**config.mk**
```make
export PLATFORM = sky130hd
export DESIGN_NAME = pc_sequencer
export DESIGN_NICKNAME = d
export VERILOG_FILES = /design/src/rtl/pc_sequencer.sv
export SDC_FILE = /design/constraint.sdc
export NUM_CORES = 1
export LEC_CHECK = 0
export ABC_CLOCK_PERIOD_IN_PS = 1700
export CAP_MARGIN = 0
export CORE_UTILIZATION = 39
export CTS_CLUSTER_SIZE = 24
export DETAILED_ROUTE_END_ITERATION = 8
export PLACE_DENSITY = 0.77
export SLEW_MARGIN = 5
export SYNTH_ARGS = -nofsm -noshare
export SYNTH_HDL_FRONTEND = slang
export SYNTH_SLANG_ARGS = --single-unit
```
**constraint.sdc**
```tcl
create_clock -name clk -period 1.7 [get_ports clk]
set_clock_uncertainty 0.2 [all_clocks]
set_input_delay 0.255 -clock clk [delete_from_list [all_inputs] [get_ports clk]]
set_output_delay 0.255 -clock clk [all_outputs]
set_load 0.03 [all_outputs]
```
**src/rtl/pc_sequencer.sv**
```systemverilog
// Program counter owner and instruction-fetch sequencer: next-PC selection, imem req/ack
// handshake with timeout, and a held instruction slot for decode. Optional: MISALIGN_TRAP_EN.
module pc_sequencer #(
  parameter logic [31:0] RESET_PC    = 32'h0000_0000,
  parameter int          ACK_TIMEOUT = 16
) (
  input  logic        clk,
  input  logic        rst,
  input  logic        i_stall,
  input  logic        i_branch_taken,
  input  logic [31:0] i_branch_target,
  input  logic        i_jalr,
  input  logic [31:0] i_alu_out,
  input  logic        i_trap,
  input  logic [31:0] i_trap_vector,
  output logic        o_imem_req,
  output logic [31:0] o_imem_addr,
  input  logic        i_imem_ack,
  input  logic [31:0] i_imem_rdata,
  output logic        o_inst_valid,
  output logic [31:0] o_inst_out,
  output logic [31:0] o_inst_pc,
  output logic        o_fetch_err,
  output logic        o_misalign_exc
);

  typedef enum logic [1:0] {S_BOOT, S_REQ, S_GAP, S_VALID} state_t;

  localparam logic [15:0] TO_LAST = (ACK_TIMEOUT > 0) ? 16'(ACK_TIMEOUT - 1) : 16'd0;

  state_t      r_state;
  state_t      w_state_nxt;
  logic [31:0] r_pc;
  logic [15:0] r_cnt;
  logic [31:0] r_inst_out;
  logic [31:0] r_inst_pc;
  logic        r_fetch_err;
  logic [31:0] w_next_pc;
  logic [31:0] w_redir;
  logic        w_take;
  logic        w_accept;
  logic        w_to_fire;
  logic        w_timeout;

  function automatic logic [31:0] align_word(input logic [31:0] a);
    return {a[31:2], 2'b00};
  endfunction

  function automatic logic [31:0] jalr_target(input logic [31:0] a);
    return {a[31:1], 1'b0};
  endfunction

  assign w_redir   = i_jalr ? jalr_target(i_alu_out) : i_branch_target;
  assign w_timeout = (ACK_TIMEOUT != 0) && (r_cnt == TO_LAST);

`ifdef MISALIGN_TRAP_EN
  logic w_misalign;
  logic r_misalign;

  // A redirect into a halfword-aligned target diverts to the trap vector instead.
  always_comb begin
    w_misalign = 1'b0;
    w_next_pc  = r_pc + 32'd4;
    if (i_trap) begin
      w_next_pc = i_trap_vector;
    end else if (i_jalr || i_branch_taken) begin
      if (w_redir[1]) begin
        w_next_pc  = i_trap_vector;
        w_misalign = 1'b1;
      end else begin
        w_next_pc = align_word(w_redir);
      end
    end
  end

  always_ff @(posedge clk) begin
    if (rst) r_misalign <= 1'b0;
    else     r_misalign <= w_accept & w_misalign;
  end

  assign o_misalign_exc = r_misalign;
`else
  always_comb begin
    w_next_pc = r_pc + 32'd4;
    if (i_trap)                          w_next_pc = i_trap_vector;
    else if (i_jalr || i_branch_taken)   w_next_pc = align_word(w_redir);
  end

  assign o_misalign_exc = 1'b0;
`endif

  // Ack takes precedence over a timeout landing in the same cycle.
  always_comb begin
    w_state_nxt = r_state;
    w_take      = 1'b0;
    w_accept    = 1'b0;
    w_to_fire   = 1'b0;
    case (r_state)
      S_BOOT:  w_state_nxt = S_REQ;
      S_REQ: begin
        if (i_imem_ack) begin
          w_state_nxt = S_VALID;
          w_take      = 1'b1;
        end else if (w_timeout) begin
          w_state_nxt = S_GAP;
          w_to_fire   = 1'b1;
        end
      end
      S_GAP:   w_state_nxt = S_REQ;
      S_VALID: begin
        if (!i_stall) begin
          w_state_nxt = S_REQ;
          w_accept    = 1'b1;
        end
      end
      default: w_state_nxt = S_BOOT;
    endcase
  end

  always_ff @(posedge clk) begin
    if (rst) begin
      r_state     <= S_BOOT;
      r_pc        <= RESET_PC;
      r_cnt       <= 16'd0;
      r_inst_out  <= 32'd0;
      r_inst_pc   <= 32'd0;
      r_fetch_err <= 1'b0;
    end else begin
      r_state     <= w_state_nxt;
      r_fetch_err <= w_to_fire;
      if (r_state == S_REQ && !i_imem_ack && !w_to_fire) r_cnt <= r_cnt + 16'd1;
      else                                               r_cnt <= 16'd0;
      if (w_take) begin
        r_inst_out <= i_imem_rdata;
        r_inst_pc  <= r_pc;
      end
      if (w_accept) r_pc <= w_next_pc;
    end
  end

  assign o_imem_req   = (r_state == S_REQ);
  assign o_imem_addr  = r_pc;
  assign o_inst_valid = (r_state == S_VALID);
  assign o_inst_out   = r_inst_out;
  assign o_inst_pc    = r_inst_pc;
  assign o_fetch_err  = r_fetch_err;

endmodule

```
# Word-level counts from Yosys, hierarchy flattened
# Index checks and enable logic that the tools add are counted.
[op_classes]
eq_ne = 6
n_addsub = 2
n_reduce_logical = 9
n_mux = 14
bitwise = 1
[op_table]
columns = ["operator", "count"]
rows = [
  ["32-bit two-way mux", 3],
  ["32-bit by 3-bit adder with 32-bit output, second input constant", 1],
  ["16-bit by 1-bit adder with 16-bit output, second input constant", 1],
  ["16-bit by 4-bit equality test with 1-bit output, second input constant", 1],
  ["1-bit two-way mux", 7],
  ["2-bit two-way mux", 3],
  ["2-bit case mux with 3 select lines", 1],
  ["2-bit equality test, second input constant", 2],
  ["2-bit OR reduction", 2],
  ["3-bit by 1-bit != test with 1-bit output, second input constant", 1],
  ["2-bit by 1-bit equality test with 1-bit output, second input constant", 1],
  ["1-bit logical AND", 2],
  ["1-bit zero test", 2],
  ["2-bit zero test", 1],
  ["2-bit != test, second input constant", 1],
  ["2-bit AND reduction", 1],
  ["1-bit logical OR", 1],
  ["1-bit NOT", 1],
]
[word_totals]
input_bits = 135
elab_cells = 38
out_inout_bits = 100
register_bits = 115

# Longest topological paths before layout
# Gate-level depths: netlist of run 1.
[depth]
ltp_word = 8
depth_mapped = 8
depth_no_buf = 6

# Least setup slack after synthesis of run 1
# OpenSTA, ideal clock, no wires.
[synth_timing]
path_kind = "register -> register"
from = "reg r_pc[18], in the netlist o_imem_addr[18]"
to = "reg r_pc[31], in the netlist o_imem_addr[31]"
required_ns = 1.378
period_less_slack_ns = 2.137
slack_ns = -0.437
t_arrival_ns = 1.815
n_path_buf = 1
stages_incl_launch_ff = 7
path_cell_list = "dfxtp_1 buf_2 and4_2 nand2_4 nor4_4 a21oi_1 a311o_1"
[synth_via]
elab_chain_cells = 3
[synth_lines]
columns = ["item", "line", "source"]
rows = [
  ["from (decl)", "33", "logic [31:0] r_pc;"],
  ["from (signal assigned)", "137", "if (w_accept) r_pc <= w_next_pc;"],
  ["32-bit by 3-bit adder with 32-bit output", "84", "w_next_pc = r_pc + 32'd4;"],
  ["32-bit two-way mux", "86", "else if (i_jalr || i_branch_taken) w_next_pc = align_word(w_redir);"],
  ["32-bit two-way mux", "85", "if (i_trap) w_next_pc = i_trap_vector;"],
]
# No other way between the ends.
# A chain may end at the register's enable or synchronous reset.

# Worst setup path after layout of run 1
[layout_timing]
from = "reg r_pc[2], in the netlist o_imem_addr[2]"
to = "reg r_pc[20], in the netlist o_imem_addr[20]"
# The elaborated chain is that of the path after synthesis.

==> results.cfg, run 1 <==
[run_status]
outcome = complete, but fails checks
violations = setup timing

[yosys]
post_synth_instance_area_um2 = 5680
synth.avg_cell_area_um2 = 7.71
yosysWarnings = 0
synth_flop_cell = dfxtp_1
yosys.area.top_type_share_pct = 40.5
async_flop_share_pct = 0
synth_seq_cells = 115
synthDistinctLibCells = 68
synth_nets = 874
synth_adder_area_share_pct = 0.440
synth_area_leaders = dfxtp_1, nand2_1, a21oi_1
synth_top_area_cell = dfxtp_1
synth-seq-area-share_pct = 40.5
synth_cells = 737
synth_edf_count = 0
synth_mux_area_share_pct = 1.08
yosysMostFrequentCell = nand2_1
synth-xor-area-share_pct = 2.93
synth_top_family_by_area = simple AND/OR/NAND/NOR gates
synth_compound_area_share_pct = 21.5
synthSimpleGateAreaFrac_pct = 27.7
synth_common_cells = nand2_1, dfxtp_1, a21oi_1, nor2_1, clkbuf_1

[sta]
fin_crit_sh_pct = 107
rsz0062_at_grt = yes
fmax_ghz = 0.550
finalHoldViolCount = 0
finalSetupViolations = 15
fin_crit_ns = 1.82
worst_slack_ns = -0.119
timing.hold.ws_ns = 0.180
tns_ns = -0.983
slew_viol_final = 0

[cts]
clk_pin_slew_ns = 0.05
clk_latency_ns = 0.42
clockBufferDepth = 2
h-tree-depth = 4
cts_tree = yes
numCtsBuffers = 17
root_buffer = clkbuf_16
cts.sink_count = 115

[cells_and_area]
multi_input_area_um2 = 3430
antennaDiodeCount = 0
area_delta_synth_final_pct = 74.5
post_layout_nonfiller_instances = 1237
num-nets-final = 1183
fin_util_pct = 70.6
design_area_um2 = 9920
seq_area_um2 = 2370
n_fill_cell = 1100
drive_gt1_share_pct = 25.5

[die]
start_util_pct = 40.5
row_count = 43
die_x_um = 123
fp.coreArea_um2 = 14000
die_area_um2 = 15100
die_y_um = 123
ios = 235

[critical_path]
cp.arrival_ns = 1.93
critPathMaxFanout = 3
crit_type = register to register
required_ns = 1.81
r2r_cells = 6
cp-start-kind = register
end_kind = register
ff2ff_setup_slack_ns = -0.12

[global_routing]
antenna_found_initial = 0
grt_pass1_vias = 6599
grt_max_degree = 81
gr-usage-all-layers_pct = 28.2
overflow = 0
grt_pass1_wl_um = 32800

[drt]
wl_per_cell_um = 17.3
dr.first_iter.drc_count = 357
drt-total-wl_um = 21400
firstDrtPassIters = 5
viasPerCell = 5.45
ant_nets = 0
vias = 6738
drc = 0

[power]
total_power_mw = 7.30
peakVddDrop_mv = 0.597
switching_power_mw = 1.77
switching_share_pct = 24.3
internal_power_mw = 5.53
p_clk_share_pct = 47.6
power_frac_comb_pct = 14.5
p_leak_nw = 4.10
p_per_area_nw_per_um2 = 736
sequentialPowerShare_pct = 38.0

[worst_hold_path]
whs_path_depth = 3
hold_class = input port to register

[placement]
globalplace.congestion = 0.994
hpwl_um = 14900
post_dp_cell_area_um2 = 8930
place_inst = 1190
dp_slack_ns = -0.474
io_buffers = 229

[run]
max_cap_viol_count = 0
-- logic make-up after synthesis --
| group | count (synthesis) |
|---|---|
| flip-flops | 115 |
| XOR/XNOR | 19 |
| multiplexers | 6 |
| other | 1 |
| buffers and inverters | 72 |
| adder cells (fa/ha/maj) | 2 |
| AO/OA/AOI/OAI | 192 |
| AND/OR/NAND/NOR | 330 |
-- state kept, by name (all words and copies together) (netlist names) --
| register | cells |
|---|---|
| r_cnt | 16 |
| o_inst_out | 32 |
| o_inst_pc | 32 |
| r_state | 2 |
| o_fetch_err | 1 |
| o_imem_addr | 32 |
-- final timing paths --
path,endpoint,start
worst min register to register,r_cnt[0],r_cnt[0]
worst max register to register,o_imem_addr[20],o_imem_addr[2]
worst min-delay path,o_inst_out[27],i_imem_rdata[27]
worst max-delay path,o_imem_addr[20],o_imem_addr[2]
-- critical path, stage by stage, from the launching register on --
cell and delay [ns]:
dfxtp_4 0.36, ha_4 0.14, nand4_1 0.16, nor2_2 0.21, nand3_1 0.10, or3_1 0.36, a41o_1 0.18
-- power by group through the flow --
stage / Sequential (mW) / Combinational [mW] / Clock, mW
2_1_floorplan: 2.94 / 0.332 / 0
3_3_place_gp: 2.83 / 1.04 / 0
3_5_place_dp: 2.83 / 1.04 / 0
4_1_cts: 2.77 / 1.03 / 3.50
5_1_grt: 2.78 / 1.13 / 3.63
6_report: 2.77 / 1.06 / 3.47
-- metal layers --
layer	vias to the layer above	global-route usage, %	wire length [um]
met2	289	48.7	10600
met5	-	0	0
li1	3239	-	-
met4	0	11.4	559
met1	3165	31.7	8390
met3	45	9.57	1790
-- area by class of cell --
| cell class | count | area share (%) |
|---|---|---|
| clock inverter | 2 | 0.114 |
| inverter | 13 | 0.492 |
| clock buffer | 28 | 5.74 |
| timing repair buffer | 348 | 32.9 |
| multi-input combinational | 551 | 34.6 |
| tap | 180 | 2.27 |
| sequential | 115 | 23.9 |
-- cells in the final DEF (no fill, tap or decap), types with 12 or more instances in the layout --
cell / count
nand2_1: 150
clkdlybuf4s50_1: 128
buf_4: 93
a21oi_1: 90
dfxtp_1: 88
dlygate4sd2_1: 72
nor2_1: 51
nand3_1: 20
nor3_1: 19
clkbuf_16: 19
buf_6: 19
a221oi_1: 16
o21ai_0: 15
dfxtp_2: 15
inv_1: 13
dfxtp_4: 12
-- repair_timing --
item | 4_1_cts | 5_1_grt
hold endpoints to repair | 2 | 0
buffers inserted | 10 | 5
gates resized for setup | 182 | 60
endpoints found under the setup margin | 118 | 53
hold buffers | 1 | 0
gates cloned | 0 | 1
pin swaps | 28 | 24
Power figures use the tool's default switching activity.
==> inputs of run 2 (changes only) <==
--- a/config.mk
+++ b/config.mk
@@ -7,6 +7,7 @@
 export LEC_CHECK = 0
 export ABC_CLOCK_PERIOD_IN_PS = 1700
 export CAP_MARGIN = 0
+export CORE_MARGIN = 2
 export CORE_UTILIZATION = 39
 export CTS_CLUSTER_SIZE = 24
 export DETAILED_ROUTE_END_ITERATION = 8
==> results.cfg, run 2 (synthesis gave the netlist of run 1 again) <==
[critical_path]
crit_type = register to register
crit_family = simple AND/OR/NAND/NOR gates
critPathMaxStageDelay_ns = 0.37
crit_chain = and4_4, nand4_4, buf_6, or3_4, mux2i_1, o22ai_1
r2r_end = o_imem_addr[21]
path_buf_inv = 1
cp-start-kind = register
rr_startpoint = o_imem_addr[3]
cp.arrival_ns = 1.90
required_ns = 1.79
critPathMaxFanout = 4
r2r_cells = 6
end_kind = register
ff2ff_setup_slack_ns = -0.11
cp_slowest_cell = dfxtp_4

[sta]
finalSetupViolations = 11
finalHoldViolCount = 0
tns_ns = -0.796
fin_crit_sh_pct = 106
fin_crit_ns = 1.81
rsz0062_at_grt = yes
fmax_ghz = 0.553
worst_slack_ns = -0.110
slew_viol_final = 0

[global_routing]
grt_pass1_wl_um = 33900
grtUsageMet3_pct = 8.20
grt_use_met1_pct = 32.0
grt_pass1_vias = 6764
grt_max_degree = 45
overflow = 0
antenna_found_initial = 1
globalRoute.busiestLayer = met2
gr-usage-all-layers_pct = 26.7
grt_use_met2_pct = 45.2

[placement]
hpwl_um = 15100
io_buffers = 229
globalplace.congestion = 0.885

[power]
switching_power_mw = 1.78
p_per_area_nw_per_um2 = 750
sequentialPowerShare_pct = 38.2
p_leak_nw = 4.01
p_clk_share_pct = 47.7
power_frac_comb_pct = 14.1
switching_share_pct = 24.5
peakVddDrop_mv = 0.691
total_power_mw = 7.26
internal_power_mw = 5.48

[worst_hold_path]
whs_endpoint = o_imem_addr[19]
hold_start = rst
hold_class = input port to register
whs_path_depth = 3

[die]
start_util_pct = 39.5
die_area_um2 = 15600
row_count = 44
die_x_um = 125
ios = 235
fp.coreArea_um2 = 14400
die_y_um = 125

[drt]
firstDrtPassIters = 7
wl_per_cell_um = 17.0
ant_nets = 0
drc = 0
drt-total-wl_um = 20900
viasPerCell = 5.41
vias = 6673
dr.first_iter.drc_count = 466

[cts]
h-tree-depth = 4
clk_latency_ns = 0.42
numCtsBuffers = 17
clk_pin_slew_ns = 0.06
cts.sink_count = 115
cts_tree = yes
root_buffer = clkbuf_16
clockBufferDepth = 2

[cells_and_area]
num-nets-final = 1173
area_delta_synth_final_pct = 70.2
mostFrequentLayoutCell = nand2_1
final_cell_mix = nand2_1, clkdlybuf4s50_1, buf_4, a21oi_1, dfxtp_1
drive_gt1_share_pct = 23.6

[run_status]
violations = setup timing
outcome = complete, but fails checks

[run]
max_cap_viol_count = 0
run 2: stage by stage:
step                utilization [%]  instances  worst slack (ns)  hold WS (ns)  area, um2
detailed placement             61.7       1187            -0.540         0.246       8870
CTS                            66.6       1229           -0.0833        0.0899       9560
global route                   67.3       1233            -0.170         0.108       9670
floorplan                         -        737            -0.257         0.191       5830
finish                         67.3       1234            -0.110         0.112       9670
global placement               61.7       1187            -0.506         0.233       8870
run 2: what timing repair did:
item                       in CTS  in global routing
buffers inserted               10                  5
pin swaps                      19                 20
gates resized for setup       170                 47
setup endpoints to repair     123                 54
cloned                          0                  1
hold buffers                    0                  0
run 2: worst max-delay path by stage:
stage                         from  cells after the start               to
floorplan           o_imem_addr[8]                      7  o_imem_addr[31]
global placement            i_jalr                      8  o_imem_addr[18]
detailed placement          i_jalr                      7  o_imem_addr[31]
CTS                 o_imem_addr[3]                      6  o_imem_addr[21]
global route        o_imem_addr[3]                      6  o_imem_addr[10]
finish              o_imem_addr[3]                      6  o_imem_addr[21]
run 2: power by group through the flow:
stage / logic (mW) / registers (mW) / clock network, mW
floorplan: 0.332 / 2.94 / 0
CTS: 1.01 / 2.77 / 3.52
detailed placement: 1.03 / 2.83 / 0
global route: 1.09 / 2.78 / 3.68
global placement: 1.02 / 2.83 / 0
finish: 1.02 / 2.77 / 3.46
run 2: metal layers:
metal  up-vias  wire (um)
met3        44       1760
met2       303      10200
met4         0        517
li1       3221          -
met1      3105       8440
met5         -          0
run 2: worst register-to-register path: stages (launching register included):
cell and delay (ns):
dfxtp_4 0.37, and4_4 0.26, nand4_4 0.13, buf_6 0.15, or3_4 0.33, mux2i_1 0.15, o22ai_1 0.10
run 2: area by class of cell:
class                   count  area [um2]
clock inverters            10         106
fillers                  1209        4700
flip-flops and latches    115        2370
diodes                      1        2.50
clock buffers              22         464
well taps                 184         230
multi-input cells         551        3310
inverters                  13        48.8
repair buffers            338        3140
==> inputs of run 3 (changes only) <==
--- a/config.mk
+++ b/config.mk
@@ -11,6 +11,7 @@
 export CORE_UTILIZATION = 39
 export CTS_CLUSTER_SIZE = 24
 export DETAILED_ROUTE_END_ITERATION = 8
+export GPL_TIMING_DRIVEN = 0
 export PLACE_DENSITY = 0.77
 export SLEW_MARGIN = 5
 export SYNTH_ARGS = -nofsm -noshare
==> results.cfg, run 3 (synthesis gave the netlist of run 1 again) <==
[run_status]
outcome = complete, but fails checks
violations = setup timing

[placement]
hpwl_um = 15800
io_buffers = 225
dp_slack_ns = -0.715
globalplace.congestion = 0.939

[sta]
fin_crit_sh_pct = 109
slew_viol_final = 0
fmax_ghz = 0.538
tightestPinTransition_ns = 0.842
fin_crit_ns = 1.86
finalSetupViolations = 20
rsz0062_at_grt = yes
tns_ns = -1.52
worst_slack_ns = -0.158
slew_headroom_pct = 43.8
finalHoldViolCount = 0

[run]
max_cap_viol_count = 0

[global_routing]
grt_max_degree = 17
overflow = 0
gr-usage-all-layers_pct = 28.5
grt_pass1_vias = 6593
antenna_found_initial = 0
grt_pass1_wl_um = 35300

[cells_and_area]
n_fill_cell = 1175
area_delta_synth_final_pct = 71.9
num-nets-final = 1178
final_cell_mix = nand2_1, clkdlybuf4s50_1, a21oi_1, dfxtp_1, dlygate4sd2_1
antennaDiodeCount = 0
fin_util_pct = 68.0
mostFrequentLayoutCell = nand2_1
drive_gt1_share_pct = 25.3

[drt]
ant_nets = 0
firstDrtPassIters = 6
drc = 0
drt-total-wl_um = 23800
dr.first_iter.drc_count = 769
viasPerCell = 5.66
vias = 7013
wl_per_cell_um = 19.2

[worst_hold_path]
whs_path_depth = 4
hold_class = input port to register
hold_start = i_jalr
whs_endpoint = o_imem_addr[25]

[critical_path]
rr_startpoint = o_imem_addr[5]
r2r_cells = 6
critPathMaxStageDelay_ns = 0.37
ff2ff_setup_slack_ns = -0.16
crit_type = register to register
required_ns = 1.77
r2r_end = o_imem_addr[21]
cp_slowest_cell = or3_4
path_buf_inv = 1
critPathMaxFanout = 6
cp.arrival_ns = 1.92
cp-start-kind = register
crit_family = simple AND/OR/NAND/NOR gates
crit_chain = and4_1, buf_6, nand4_4, or3_4, mux2i_2, o22ai_1
end_kind = register

[cts]
clk_latency_ns = 0.42
postCtsHoldBufs = 0
numCtsBuffers = 17
clockBufferDepth = 2
cts.sink_count = 115
cts_tree = yes
clk_pin_slew_ns = 0.06
root_buffer = clkbuf_16
h-tree-depth = 4

[die]
row_count = 44
fp.coreArea_um2 = 14400
start_util_pct = 39.5
die_area_um2 = 15600
die_x_um = 125
die_y_um = 125
ios = 235

[power]
p_per_area_nw_per_um2 = 773
p_leak_nw = 4.06
peakVddDrop_mv = 0.886
[run 3: cell count changes in the layout (fill, tap and decap cells not counted), moves of 4 or more]
cell,previous run,this run
buf_4,96,70
clkbuf_2,3,17
clkbuf_1,3,16
buf_12,10,2
clkbuf_4,0,6
a221oi_1,20,15
nand2_4,1,6
a21oi_1,92,88
a21oi_2,1,5
buf_6,8,12
nor4_2,2,6
[run 3: worst max path at each step]
stage,slack (ns),cells after the start,startpoint,to
5_1_grt,-0.25,7,o_imem_addr[3],o_imem_addr[27]
3_5_place_dp,-0.71,8,i_stall,o_imem_addr[23]
6_report,-0.16,6,o_imem_addr[5],o_imem_addr[21]
3_3_place_gp,-0.72,8,i_stall,o_imem_addr[23]
2_1_floorplan,-0.26,7,o_imem_addr[8],o_imem_addr[31]
4_1_cts,-0.26,3,r_state[0],o_imem_req
[run 3: where the power goes]
group          switching, mW  total, mW  internal, mW
clock network           1.29       3.71          2.41
logic                  0.554       1.06         0.507
registers             0.0429       2.78          2.73
[run 3: layer usage]
layer  track usage (%)  part of all wire, %
met5                 0                    0
met4              10.9                  4.4
met3              9.66                   11
met2              46.3                   45
met1              34.8                   40
[run 3: layout make-up]
type	count	area (um2)	share of cell area (%)
Tap cell	184	230	2.36
Clock buffer	23	478	4.89
Multi-Input combinational cell	550	3480	35.6
Buffer	56	392	4.01
Clock inverter	9	124	1.27
Inverter	13	48.8	0.499
Sequential cell	115	2380	24.4
Timing Repair Buffer	288	2640	27.0
[run 3: worst register-to-register path, stage by stage (launching register included)]
cell and delay, ns:
dfxtp_4 0.36, and4_1 0.21, buf_6 0.13, nand4_4 0.16, or3_4 0.37, mux2i_2 0.18, o22ai_1 0.09
[run 3: what timing repair did]
action / 4_1_cts / 5_1_grt
setup buffers: 31 / 32
gates resized for setup: 182 / 136
pin swaps: 28 / 27
gates cloned: 0 / 1
endpoints found under the setup margin: 202 / 115
[run 3: metrics by stage]
stage | instance area, um2 | hold slack [ns] | cells | power (mW)
floorplan | 5830 | 0.191 | 737 | 3.27
global placement | 8310 | 0.234 | 1146 | 3.81
detailed placement | 8310 | 0.239 | 1146 | 3.82
CTS | 9220 | 0.124 | 1207 | 7.47
global route | 9770 | 0.192 | 1238 | 7.76
finish | 9770 | 0.137 | 1238 | 7.55
